===== src/rtl/tft_spi_sequencer.sv =====
// ---------------------------------------------------------------------------
// tft_spi_sequencer
//   CPU-side sequencer for the ILI9341 TFT byte-level SPI engine. The CPU
//   pushes {D/C, byte} entries into a small command FIFO. A solid-fill unit
//   can stream N RGB565 pixels without CPU involvement. A four-state FSM
//   launches one byte at a time into the SPI engine and tracks its busy flag.
//
// Ports
//   clk        system clock
//   reset      asynchronous active-high reset
//   io_wr      one-cycle write strobe for this register window
//   io_rd      one-cycle read strobe for this register window
//   io_addr    register select (0 FIFO/status, 1 colour, 2 count, 3 level)
//   io_wdata   write data
//   io_rdata   registered read data, valid the cycle after io_rd
//   spi_start  one-cycle launch pulse to the SPI engine
//   spi_dc     D/C level for the launched byte
//   spi_byte   byte for the SPI engine, held from launch to completion
//   spi_busy   SPI engine busy flag
//   irq_done   high when FIFO empty, no fill active and FSM idle
// ---------------------------------------------------------------------------
module tft_spi_sequencer #(
    parameter int FIFO_AW = 4
) (
    input  logic        clk,
    input  logic        reset,
    input  logic        io_wr,
    input  logic        io_rd,
    input  logic [1:0]  io_addr,
    input  logic [15:0] io_wdata,
    output logic [15:0] io_rdata,
    output logic        spi_start,
    output logic        spi_dc,
    output logic [7:0]  spi_byte,
    input  logic        spi_busy,
    output logic        irq_done
);

    localparam int DEPTH = 1 << FIFO_AW;

    typedef enum logic [1:0] {
        S_IDLE,
        S_ISSUE,
        S_WAIT_ACK,
        S_WAIT_DONE
    } state_t;

    state_t state_q, state_d;

    logic [8:0]         fifo_mem [DEPTH];
    logic [FIFO_AW:0]   wr_ptr_q, wr_ptr_d;
    logic [FIFO_AW:0]   rd_ptr_q, rd_ptr_d;
    logic               ovf_q, ovf_d;
    logic               fill_active_q, fill_active_d;
    logic               fill_pending_q, fill_pending_d;
    logic               fill_phase_q, fill_phase_d;      // 0 = HI byte next, 1 = LO byte next
    logic [15:0]        fill_color_q, fill_color_d;
    logic [15:0]        fill_count_q, fill_count_d;
    logic [15:0]        remaining_q, remaining_d;
    logic [3:0]         tmo_q, tmo_d;
    logic               dc_q, dc_d;
    logic [7:0]         byte_q, byte_d;
    logic [15:0]        rdata_q, rdata_d;

    logic [FIFO_AW:0]   level;
    logic               fifo_empty;
    logic               fifo_full;
    logic [8:0]         fifo_head;
    logic               push_req;
    logic               push_ok;
    logic               pop;
    logic               ovf_set;
    logic               status_rd;

    assign level      = wr_ptr_q - rd_ptr_q;
    assign fifo_empty = (wr_ptr_q == rd_ptr_q);
    assign fifo_full  = (wr_ptr_q[FIFO_AW] != rd_ptr_q[FIFO_AW]) &&
                        (wr_ptr_q[FIFO_AW-1:0] == rd_ptr_q[FIFO_AW-1:0]);
    assign fifo_head  = fifo_mem[rd_ptr_q[FIFO_AW-1:0]];
    assign push_req   = io_wr && (io_addr == 2'd0);
    assign status_rd  = io_rd && (io_addr == 2'd0);

    // Launch pulse decoded from the state register so reset drops it at once.
    assign spi_start = (state_q == S_ISSUE);
    assign spi_dc    = dc_q;
    assign spi_byte  = byte_q;
    assign io_rdata  = rdata_q;
    assign irq_done  = fifo_empty && !fill_active_q && (state_q == S_IDLE);

    always_comb begin
        state_d        = state_q;
        wr_ptr_d       = wr_ptr_q;
        rd_ptr_d       = rd_ptr_q;
        fill_active_d  = fill_active_q;
        fill_pending_d = fill_pending_q;
        fill_phase_d   = fill_phase_q;
        fill_color_d   = fill_color_q;
        fill_count_d   = fill_count_q;
        remaining_d    = remaining_q;
        tmo_d          = tmo_q;
        dc_d           = dc_q;
        byte_d         = byte_q;
        rdata_d        = rdata_q;
        pop            = 1'b0;
        ovf_set        = 1'b0;
        push_ok        = 1'b0;

        case (state_q)
            S_IDLE: begin
                if (!fifo_empty && !fill_active_q) begin
                    if (!spi_busy) begin
                        pop     = 1'b1;
                        dc_d    = fifo_head[8];
                        byte_d  = fifo_head[7:0];
                        state_d = S_ISSUE;
                    end
                end else if (fill_active_q) begin
                    if (!spi_busy) begin
                        dc_d         = 1'b1;
                        byte_d       = fill_phase_q ? fill_color_q[7:0] : fill_color_q[15:8];
                        fill_phase_d = !fill_phase_q;
                        // A pixel is complete once its LO byte is accepted.
                        if (fill_phase_q) begin
                            remaining_d = remaining_q - 16'd1;
                            if (remaining_q == 16'd1) begin
                                fill_active_d = 1'b0;
                            end
                        end
                        state_d = S_ISSUE;
                    end
                end else if (fill_pending_q && fifo_empty) begin
                    // Arm the fill only; the first byte goes out on the next IDLE visit.
                    fill_active_d  = 1'b1;
                    fill_pending_d = 1'b0;
                    fill_phase_d   = 1'b0;
                    remaining_d    = fill_count_q;
                end
            end
            S_ISSUE: begin
                tmo_d   = 4'd0;
                state_d = S_WAIT_ACK;
            end
            S_WAIT_ACK: begin
                if (spi_busy) begin
                    state_d = S_WAIT_DONE;
                end else if (tmo_q == 4'd14) begin
                    // Fifteenth cycle without an acknowledge: give the byte up.
                    ovf_set = 1'b1;
                    state_d = S_IDLE;
                end else begin
                    tmo_d = tmo_q + 4'd1;
                end
            end
            S_WAIT_DONE: begin
                if (!spi_busy) begin
                    state_d = S_IDLE;
                end
            end
            default: state_d = S_IDLE;
        endcase

        // A pop in the same cycle frees the slot for a push into a full FIFO.
        if (push_req) begin
            if (!fifo_full || pop) begin
                push_ok  = 1'b1;
                wr_ptr_d = wr_ptr_q + 1'b1;
            end else begin
                ovf_set = 1'b1;
            end
        end
        if (pop) begin
            rd_ptr_d = rd_ptr_q + 1'b1;
        end

        if (io_wr && (io_addr == 2'd1) && !fill_active_q) begin
            fill_color_d = io_wdata;
        end
        if (io_wr && (io_addr == 2'd2) && !fill_pending_q && !fill_active_q &&
            (io_wdata != 16'd0)) begin
            fill_count_d   = io_wdata;
            fill_pending_d = 1'b1;
        end

        // Read data always reflects the state before this cycle's writes.
        if (io_rd) begin
            case (io_addr)
                2'd0:    rdata_d = {11'b0, ovf_q, fill_active_q, fifo_full, fifo_empty, irq_done};
                2'd1:    rdata_d = fill_color_q;
                2'd2:    rdata_d = remaining_q;
                default: rdata_d = 16'(level);
            endcase
        end
    end

    // Overflow or timeout in the same cycle as a status read keeps ovf set.
    assign ovf_d = ovf_set ? 1'b1 : (status_rd ? 1'b0 : ovf_q);

    always_ff @(posedge clk or posedge reset) begin
        if (reset) begin
            state_q        <= S_IDLE;
            wr_ptr_q       <= '0;
            rd_ptr_q       <= '0;
            ovf_q          <= 1'b0;
            fill_active_q  <= 1'b0;
            fill_pending_q <= 1'b0;
            fill_phase_q   <= 1'b0;
            fill_color_q   <= 16'd0;
            fill_count_q   <= 16'd0;
            remaining_q    <= 16'd0;
            tmo_q          <= 4'd0;
            dc_q           <= 1'b0;
            byte_q         <= 8'd0;
            rdata_q        <= 16'd0;
        end else begin
            state_q        <= state_d;
            wr_ptr_q       <= wr_ptr_d;
            rd_ptr_q       <= rd_ptr_d;
            ovf_q          <= ovf_d;
            fill_active_q  <= fill_active_d;
            fill_pending_q <= fill_pending_d;
            fill_phase_q   <= fill_phase_d;
            fill_color_q   <= fill_color_d;
            fill_count_q   <= fill_count_d;
            remaining_q    <= remaining_d;
            tmo_q          <= tmo_d;
            dc_q           <= dc_d;
            byte_q         <= byte_d;
            rdata_q        <= rdata_d;
        end
    end

    // Storage has no reset; validity is tracked by the pointers alone.
    always_ff @(posedge clk) begin
        if (push_ok) begin
            fifo_mem[wr_ptr_q[FIFO_AW-1:0]] <= io_wdata[8:0];
        end
    end

endmodule

===== config.mk =====
export PLATFORM = sky130hd
export DESIGN_NAME = tft_spi_sequencer
export DESIGN_NICKNAME = d
export VERILOG_FILES = /design/src/rtl/tft_spi_sequencer.sv
export SDC_FILE = /design/constraint.sdc
export NUM_CORES = 1
export LEC_CHECK = 0
export ABC_AREA = 1
export BUFFER_PORTS_ARGS = -buffer_cell sky130_fd_sc_hd__buf_2
export CAP_MARGIN = 0
export CORE_UTILIZATION = 55
export CTS_BUF_LIST = sky130_fd_sc_hd__clkbuf_16
export CTS_CLUSTER_DIAMETER = 50
export CTS_CLUSTER_SIZE = 25
export DETAILED_ROUTE_END_ITERATION = 10
export PLACE_DENSITY = 0.72
export SYNTH_ARGS = -nofsm -noshare
export SYNTH_HDL_FRONTEND = slang
export SYNTH_SLANG_ARGS = --single-unit

===== constraint.sdc =====
create_clock -name clk -period 4 [get_ports clk]
set_input_delay 0 -clock clk [delete_from_list [all_inputs] [get_ports clk]]
set_output_delay 0 -clock clk [all_outputs]
set_load 0.005 [all_outputs]

==> results of run 1 <==
-- state kept, by name, summed over array words and instances (netlist names) --
register	count
state_q	2
remaining_q	16
io_rdata	16
spi_dc	1
fill_phase_q	1
ovf_q	1
tmo_q	4
fill_count_q	16
wr_ptr_q	5
fill_pending_q	1
fill_active_q	1
spi_byte	8
fill_color_q	16
fifo_mem	144
rd_ptr_q	5
-- cell type report --
type                    instances  area [um^2]
clock buffers                  23          576
flip-flops and latches        237         6650
clock inverters                18          267
repair buffers                 80          541
well taps                     265          332
inverters                     135          508
multi-input cells             832         3790
fillers                      1609         7050
-- power by group through the flow --
stage / clock [uW] / combinational (uW) / sequential [uW]
final: 2370 / 2800 / 3190
after global placement: 0 / 2710 / 3220
after global routing: 2500 / 3160 / 3230
after CTS: 2400 / 2770 / 3180
after floorplan: 0 / 2040 / 3130
after detailed placement: 0 / 2720 / 3230
-- Yosys cell counts (3+ instances only) --
cell type and n:
sky130_fd_sc_hd__a21oi_1 25, sky130_fd_sc_hd__a31oi_1 6, sky130_fd_sc_hd__buf_1 3, sky130_fd_sc_hd__buf_2 16, sky130_fd_sc_hd__buf_6 4, sky130_fd_sc_hd__clkbuf_1 27
sky130_fd_sc_hd__dfrtp_1 93, sky130_fd_sc_hd__edfxtp_1 144, sky130_fd_sc_hd__ha_1 17, sky130_fd_sc_hd__inv_1 132, sky130_fd_sc_hd__nand2_1 415, sky130_fd_sc_hd__nand2_2 7
sky130_fd_sc_hd__nand3_1 117, sky130_fd_sc_hd__nand4_1 9, sky130_fd_sc_hd__nor2_1 111, sky130_fd_sc_hd__nor3_1 3, sky130_fd_sc_hd__o21ai_0 80, sky130_fd_sc_hd__o21ai_1 4
sky130_fd_sc_hd__o22ai_1 8, sky130_fd_sc_hd__or2_2 9, sky130_fd_sc_hd__xor2_1 7
-- timing repair --
action,CTS,global route
endpoints found under the hold margin,209,0
endpoints found under the setup margin,0,0
hold buffers,25,0
-- worst reg2reg max path, cell delays in order (launching register included) --
cell	delay (ns)
sky130_fd_sc_hd__dfrtp_1	0.58
sky130_fd_sc_hd__inv_1	0.28
sky130_fd_sc_hd__ha_1	0.39
sky130_fd_sc_hd__nand2_2	0.12
sky130_fd_sc_hd__nor2_4	0.06
sky130_fd_sc_hd__a21oi_2	0.26
sky130_fd_sc_hd__nand2_1	0.13
sky130_fd_sc_hd__nand2_2	0.13
sky130_fd_sc_hd__nand2_2	0.30
sky130_fd_sc_hd__nor2_1	0.78
-- stage by stage --
stage / hold slack, ns / instance area (um^2) / util [%] / setup WS [ns] / instances
after floorplan: 0.0989 / 11200 / - / 1.20 / 1254
after global placement: 0.0561 / 11600 / 58.7 / 0.740 / 1524
after detailed placement: 0.0582 / 11600 / 58.7 / 0.608 / 1524
after CTS: 0.0595 / 12700 / 64.2 / 0.569 / 1590
after global routing: 0.112 / 12700 / 64.2 / 0.330 / 1590
final: 0.0616 / 12700 / 64.2 / 0.594 / 1590
-- worst max-delay path by stage --
stage | startpoint | end | slack [ns] | cells past startpoint
after floorplan | rd_ptr_q[1] | fifo_mem[12][0] | 1.20 | 12
after global placement | rd_ptr_q[2] | fifo_mem[4][0] | 0.74 | 9
after detailed placement | rd_ptr_q[2] | fifo_mem[4][3] | 0.61 | 9
after CTS | rd_ptr_q[2] | fifo_mem[4][3] | 0.57 | 9
after global routing | rd_ptr_q[2] | fifo_mem[4][3] | 0.33 | 9
final | rd_ptr_q[2] | fifo_mem[4][3] | 0.59 | 9
-- metal layers --
| metal | share of wire [%] | up-vias | GRT usage, % | routed length, um |
|---|---|---|---|---|
| met5 | 0 | - | 0 | 0 |
| met4 | 3.4 | 0 | 10.1 | 944 |
| met3 | 6.6 | 65 | 3.94 | 1810 |
| met2 | 47 | 365 | 44.3 | 12900 |
| met1 | 43 | 4062 | 38.1 | 11800 |
| li1 | - | 4178 | - | - |
-- kinds of logic (layout without fill, tap and decap cells) --
| family | count (synthesis) | count (layout) |
|---|---|---|
| fa+ha+maj | 18 | 18 |
| xor+xnor | 8 | 8 |
| compound gates | 127 | 127 |
| flops | 237 | 237 |
| buf+inv | 185 | 256 |
| simple gates | 679 | 679 |
==> impl_metrics.toml, run 1 <==
[grt]
antenna_found_initial = 0
grt.overflow.total = 0
grt_max_degree = 80
via_count_of_the_first_global_routing_pass = 8136
track_usage_pct = 27.6
grt_pass1_wl_um = 42800

[logic_synthesis]
synth_seq_cells = 237
netlist_area_before_placement_um2 = 11200
synth_fa_ha_area_share_pct = 2.08
synth.area.mux_share_pct = 0
yosys_warnings = 0
async_reset_ff_share_pct = 39.2
synth_compound_gate_area_share_pct = 5.94
netlist-cell-type-count = 35
synth_simple_gate_area_share_pct = 25.3
xor_and_xnor_fraction_of_the_mapped_netlist_area_pct = 0.626
syn-num-nets = 1295
synthesis.instances = 1254
synth.top_cell.area_share_pct = 38.6
combinational_family_with_the_most_area_after_synthesis = "simple AND/OR/NAND/NOR gates"
synth_top_flop_cell = "sky130_fd_sc_hd__edfxtp_1"
ys_seq_area_share_pct = 59.4
yosysTopAreaCell = "sky130_fd_sc_hd__edfxtp_1"
synth_enable_flop_cells = 144
ys_top_cells_by_area = "sky130_fd_sc_hd__edfxtp_1 39%, sky130_fd_sc_hd__dfrtp_1 21%, sky130_fd_sc_hd__nand2_1 14%"
syn_area_per_cell_um2 = 8.92

[worst_setup_path]
path_max_fanout = 22
worst-r2r-cell-count = 9
critical-path-slowest-cell = "sky130_fd_sc_hd__nor2_1"
crit-reg2reg-capture = "fifo_mem[4][3]"
register_to_register_setup_slack_ns = 0.59
cp_common_cell = "sky130_fd_sc_hd__nand2_2"
launch_point_of_the_worst_reg_to_reg_path = "rd_ptr_q[2]"
worst-endpoint-required_ns = 4.14
setup_crit_start_kind = "flip-flop"
critPathCaptureType = "flip-flop"
critical_path.n_buffers_inverters = 1
slowest_delay_ns = 0.77
crit_family = "simple AND/OR/NAND/NOR gates"
critical_path_class = "reg2reg"
timing.critical_path.arrival_ns = 3.55
path_cells = "inv_1, ha_1, nand2_2, nor2_4, a21oi_2, nand2_1, nand2_2, nand2_2, nor2_1"

[clock_tree]
cts.repair_timing.setup_buffer_count = 0
cts.htree.levels = 1
cts-root-buf = "sky130_fd_sc_hd__clkbuf_16"
cts-buffers-inserted = 23
clk_latency_ns = 0.51
cts.repair.resized = 0
cts_tree = "yes"
path_clk_slew_ns = 0.08
cts.sinks = 237
number_of_buffers_on_the_longest_clock_path = 3

[timing]
fmax_ghz = 0.294
count_of_final_hold_check_violations = 0
timing.final.crit_share_pct = 85.1
report.final.slew_viol_count = 0
tightest_slew_ns = 1.16
final.min_clock_period_ns = 3.41
slew_headroom_pct = 22.6
finClkSkew_ns = 0.0139
finalSetupTns_ns = 0
grt_setup_unrepaired = "no"
final_setup_violation_count = 0

[place]
port_buffers = 49
routabilityCongestion = 0.984
post-dp-hpwl_um = 18400

[power_and_ir_drop]
pwr_density_cell_nw_per_um2 = 661
power_frac_comb_pct = 33.5
swShare_pct = 38.5
total_power_uw = 8370
share_seq_of_total_power_pct = 38.2
cellInternalPower_uw = 5140
power_leakage_uw = 0.00562
vdd_drop_max_mv = 0.430
power_switching_uw = 3220
p_clk_share_pct = 28.3

[final_layout]
layout-drive-gt1-share_pct = 9.36
final_common_cell = "sky130_fd_sc_hd__nand2_1"
num-nets-final = 1350
layout.cells.most_common_list = "415 x sky130_fd_sc_hd__nand2_1, 144 x sky130_fd_sc_hd__edfxtp_1, 131 x sky130_fd_sc_hd__inv_1"
synthToLayoutAreaGrowth_pct = 13.2
antenna_cells_inserted = 0

[floorplan]
die_height_um = 145
initial_core_util_pct = 56.7
placementRows = 51
dieArea_um2 = 20900
die_w_um = 145
io_pins = 50
core-area_um2 = 19700

[route]
post_drt_wl_per_cell_um = 17.3
detailedRoute.firstIterationViolations = 806
dr.pass1.iters = 5
detail-route-antenna-nets = 0
vias_per_cell = 5.45
route.detailed.drc = 0
routed_wl_um = 27400
detailroute.via_count = 8670

[run]
cap_viol_max_count = 0

[status]
run_status = "complete, no violations"

[worst_hold_path]
min-delay-path-class = "in2async"
Power figures use the tool's default switching activity.
==> inputs of run 2 (changes only) <==
- ABC_AREA: 1 -> not set
- CORE_UTILIZATION: 55 -> 61
- PLACE_DENSITY: 0.72 -> 0.79
==> impl_metrics.toml, run 2 <==
[logic_synthesis]
syn_area_per_cell_um2 = 14.2
synth.most_common_cell = "sky130_fd_sc_hd__edfxtp_1"
ys_seq_area_share_pct = 64.1
synthesis.instances = 732
yosysTopAreaCell = "sky130_fd_sc_hd__edfxtp_1"
netlist_area_before_placement_um2 = 10400
synth_common_cells = "144 x sky130_fd_sc_hd__edfxtp_1, 93 x sky130_fd_sc_hd__dfrtp_1, 49 x sky130_fd_sc_hd__nand2_1, 41 x sky130_fd_sc_hd__a21oi_1, 37 x sky130_fd_sc_hd__nor2_1"
netlist-cell-type-count = 64
synth_seq_cells = 237
synth_top_flop_cell = "sky130_fd_sc_hd__edfxtp_1"
synth_enable_flop_cells = 144
synth.top_cell.area_share_pct = 41.7
syn-num-nets = 773
async_reset_ff_share_pct = 39.2
ys_top_cells_by_area = "sky130_fd_sc_hd__edfxtp_1 42%, sky130_fd_sc_hd__dfrtp_1 22%, sky130_fd_sc_hd__mux4_2 6.1%"
yosys_warnings = 0

[floorplan]
core-area_um2 = 16600
placementRows = 47
dieArea_um2 = 17500
io_pins = 50
initial_core_util_pct = 62.5
die_w_um = 132
die_height_um = 132

[worst_setup_path]
critical-path-slowest-cell = "sky130_fd_sc_hd__nor2_1"
timing.critical_path.arrival_ns = 3.27
path_cells = "inv_1, ha_1, and4_1, a31oi_2, nand2_1, nor2_1"
critical_path_class = "reg2reg"
worst-endpoint-required_ns = 4.14
setup_crit_start_kind = "flip-flop"
path_max_fanout = 13
slowest_delay_ns = 0.64
critPathCaptureType = "flip-flop"

[final_layout]
layout-drive-gt1-share_pct = 23.3
num-nets-final = 836
synthToLayoutAreaGrowth_pct = 13.4
layout.cells.most_common_list = "144 x sky130_fd_sc_hd__edfxtp_1, 91 x sky130_fd_sc_hd__dfrtp_1, 49 x sky130_fd_sc_hd__nand2_1, 49 x sky130_fd_sc_hd__buf_2, 41 x sky130_fd_sc_hd__a21oi_1"
largest_register_ff_count = 144
n_fill_cell = 1072
final_common_cell = "sky130_fd_sc_hd__edfxtp_1"
antenna_cells_inserted = 0

[grt]
track_usage_pct = 28.9
grt.overflow.total = 0
grt_pass1_wl_um = 38200
grt_max_degree = 50
via_count_of_the_first_global_routing_pass = 6698
antenna_found_initial = 0

[power_and_ir_drop]
pwr_density_cell_nw_per_um2 = 524
power_leakage_uw = 0.00464
vdd_drop_max_mv = 0.467

[timing]
grt_setup_unrepaired = "no"
tightest_slew_ns = 0.863
final.min_clock_period_ns = 3.13
finClkSkew_ns = 0.0252
report.final.slew_viol_count = 0
count_of_final_hold_check_violations = 0
fin_hold_ws_ns = 0.0358
fmax_ghz = 0.320
slew_headroom_pct = 42.4
final_setup_violation_count = 0
final_critical_path_setup_slack_ns = 0.874
finalSetupTns_ns = 0
timing.final.crit_share_pct = 78.1

[route]
detailroute.via_count = 6700
detailedRoute.firstIterationViolations = 618
detail_route.wirelength.met1_um = 9650
dr_wl_met2_um = 11800
dr_wl_met3_um = 1590
dr.pass1.iters = 6
route.detailed.drc = 0
detail-route-antenna-nets = 0
vias_per_cell = 6.50
top_layer_used = "met4"
post_drt_wl_per_cell_um = 23.7
routed_wl_um = 24400

[run]
cap_viol_max_count = 0

[clock_tree]
cts-buffers-inserted = 22
number_of_buffers_on_the_longest_clock_path = 3
cts-root-buf = "sky130_fd_sc_hd__clkbuf_16"
cts_tree = "yes"
cts.htree.levels = 1
cts.sinks = 237
cts.repair_timing.setup_buffer_count = 0
clk_latency_ns = 0.52
cts.repair.resized = 0
hold_buffers = 21
path_clk_slew_ns = 0.08

[place]
port_buffers = 49
post-dp-hpwl_um = 16100
routabilityCongestion = 0.953
preCtsSetupSlack_ns = 1.02

[status]
run_status = "complete, no violations"

[worst_hold_path]
min-delay-path-class = "in2reg"
run 2: cells by family after synthesis:
kind of cell | Yosys count | share of synthesized area [%]
flops | 237 | 64.1
simple gates | 169 | 8.18
compound gates | 139 | 8.96
mux | 94 | 12.9
buf+inv | 61 | 2.42
fa+ha+maj | 18 | 2.24
xor+xnor | 14 | 1.18
run 2: per-stage QoR:
step | cells | power (uW) | util (%) | cell area, um^2
after floorplan | 732 | 3690 | - | 10400
after global placement | 970 | 3940 | 65.1 | 10800
after detailed placement | 970 | 4010 | 65.1 | 10800
after CTS | 1031 | 6170 | 70.9 | 11800
after global routing | 1031 | 6390 | 70.9 | 11800
final | 1031 | 6160 | 70.9 | 11800
run 2: power breakdown:
group / switching (uW) / internal (uW) / leakage, uW
Combinational: 596 / 421 / 0.00177
Clock: 989 / 1160 / 0.000379
Sequential: 215 / 2780 / 0.00249
run 2: cell type report:
cell class / instances / area (um^2) / share of cell area, %
Sequential cell: 237 / 6650 / 56.6
Multi-Input combinational cell: 434 / 3470 / 29.5
Clock buffer: 23 / 576 / 4.89
Timing Repair Buffer: 81 / 538 / 4.57
Tap cell: 220 / 275 / 2.34
Clock inverter: 17 / 179 / 1.52
Inverter: 19 / 72.6 / 0.617
run 2: worst max-delay path: cells and delay by family, from the launching register on:
family	cells	cell delay, ns
and+or+nand+nor	3	1.20
AOI/OAI and AO/OA	1	0.42
adders and majority gates	1	0.35
DFF	1	0.47
buffers and inverters	1	0.30
run 2: path summary, 6_finish.rpt:
path | from | end | slack [ns] | depth (start not counted)
worst max-delay path | rd_ptr_q[3] | fifo_mem[9][2] | 0.87 | 6
min in group asynchronous | reset | rd_ptr_q[4] | 0.16 | 3
worst min-delay path | io_wr | ovf_q | 0.04 | 3
worst max register to register | rd_ptr_q[3] | fifo_mem[9][2] | 0.87 | 6
worst min register to register | fill_count_q[8] | fill_count_q[8] | 0.51 | 1
max in group asynchronous | reset | fill_count_q[12] | 2.73 | 4
run 2: routing by layer:
layer,global-route usage (%),vias up
met5,0,-
met1,38.1,3344
met4,15.2,0
met3,4.19,79
met2,47.2,335
li1,-,2942
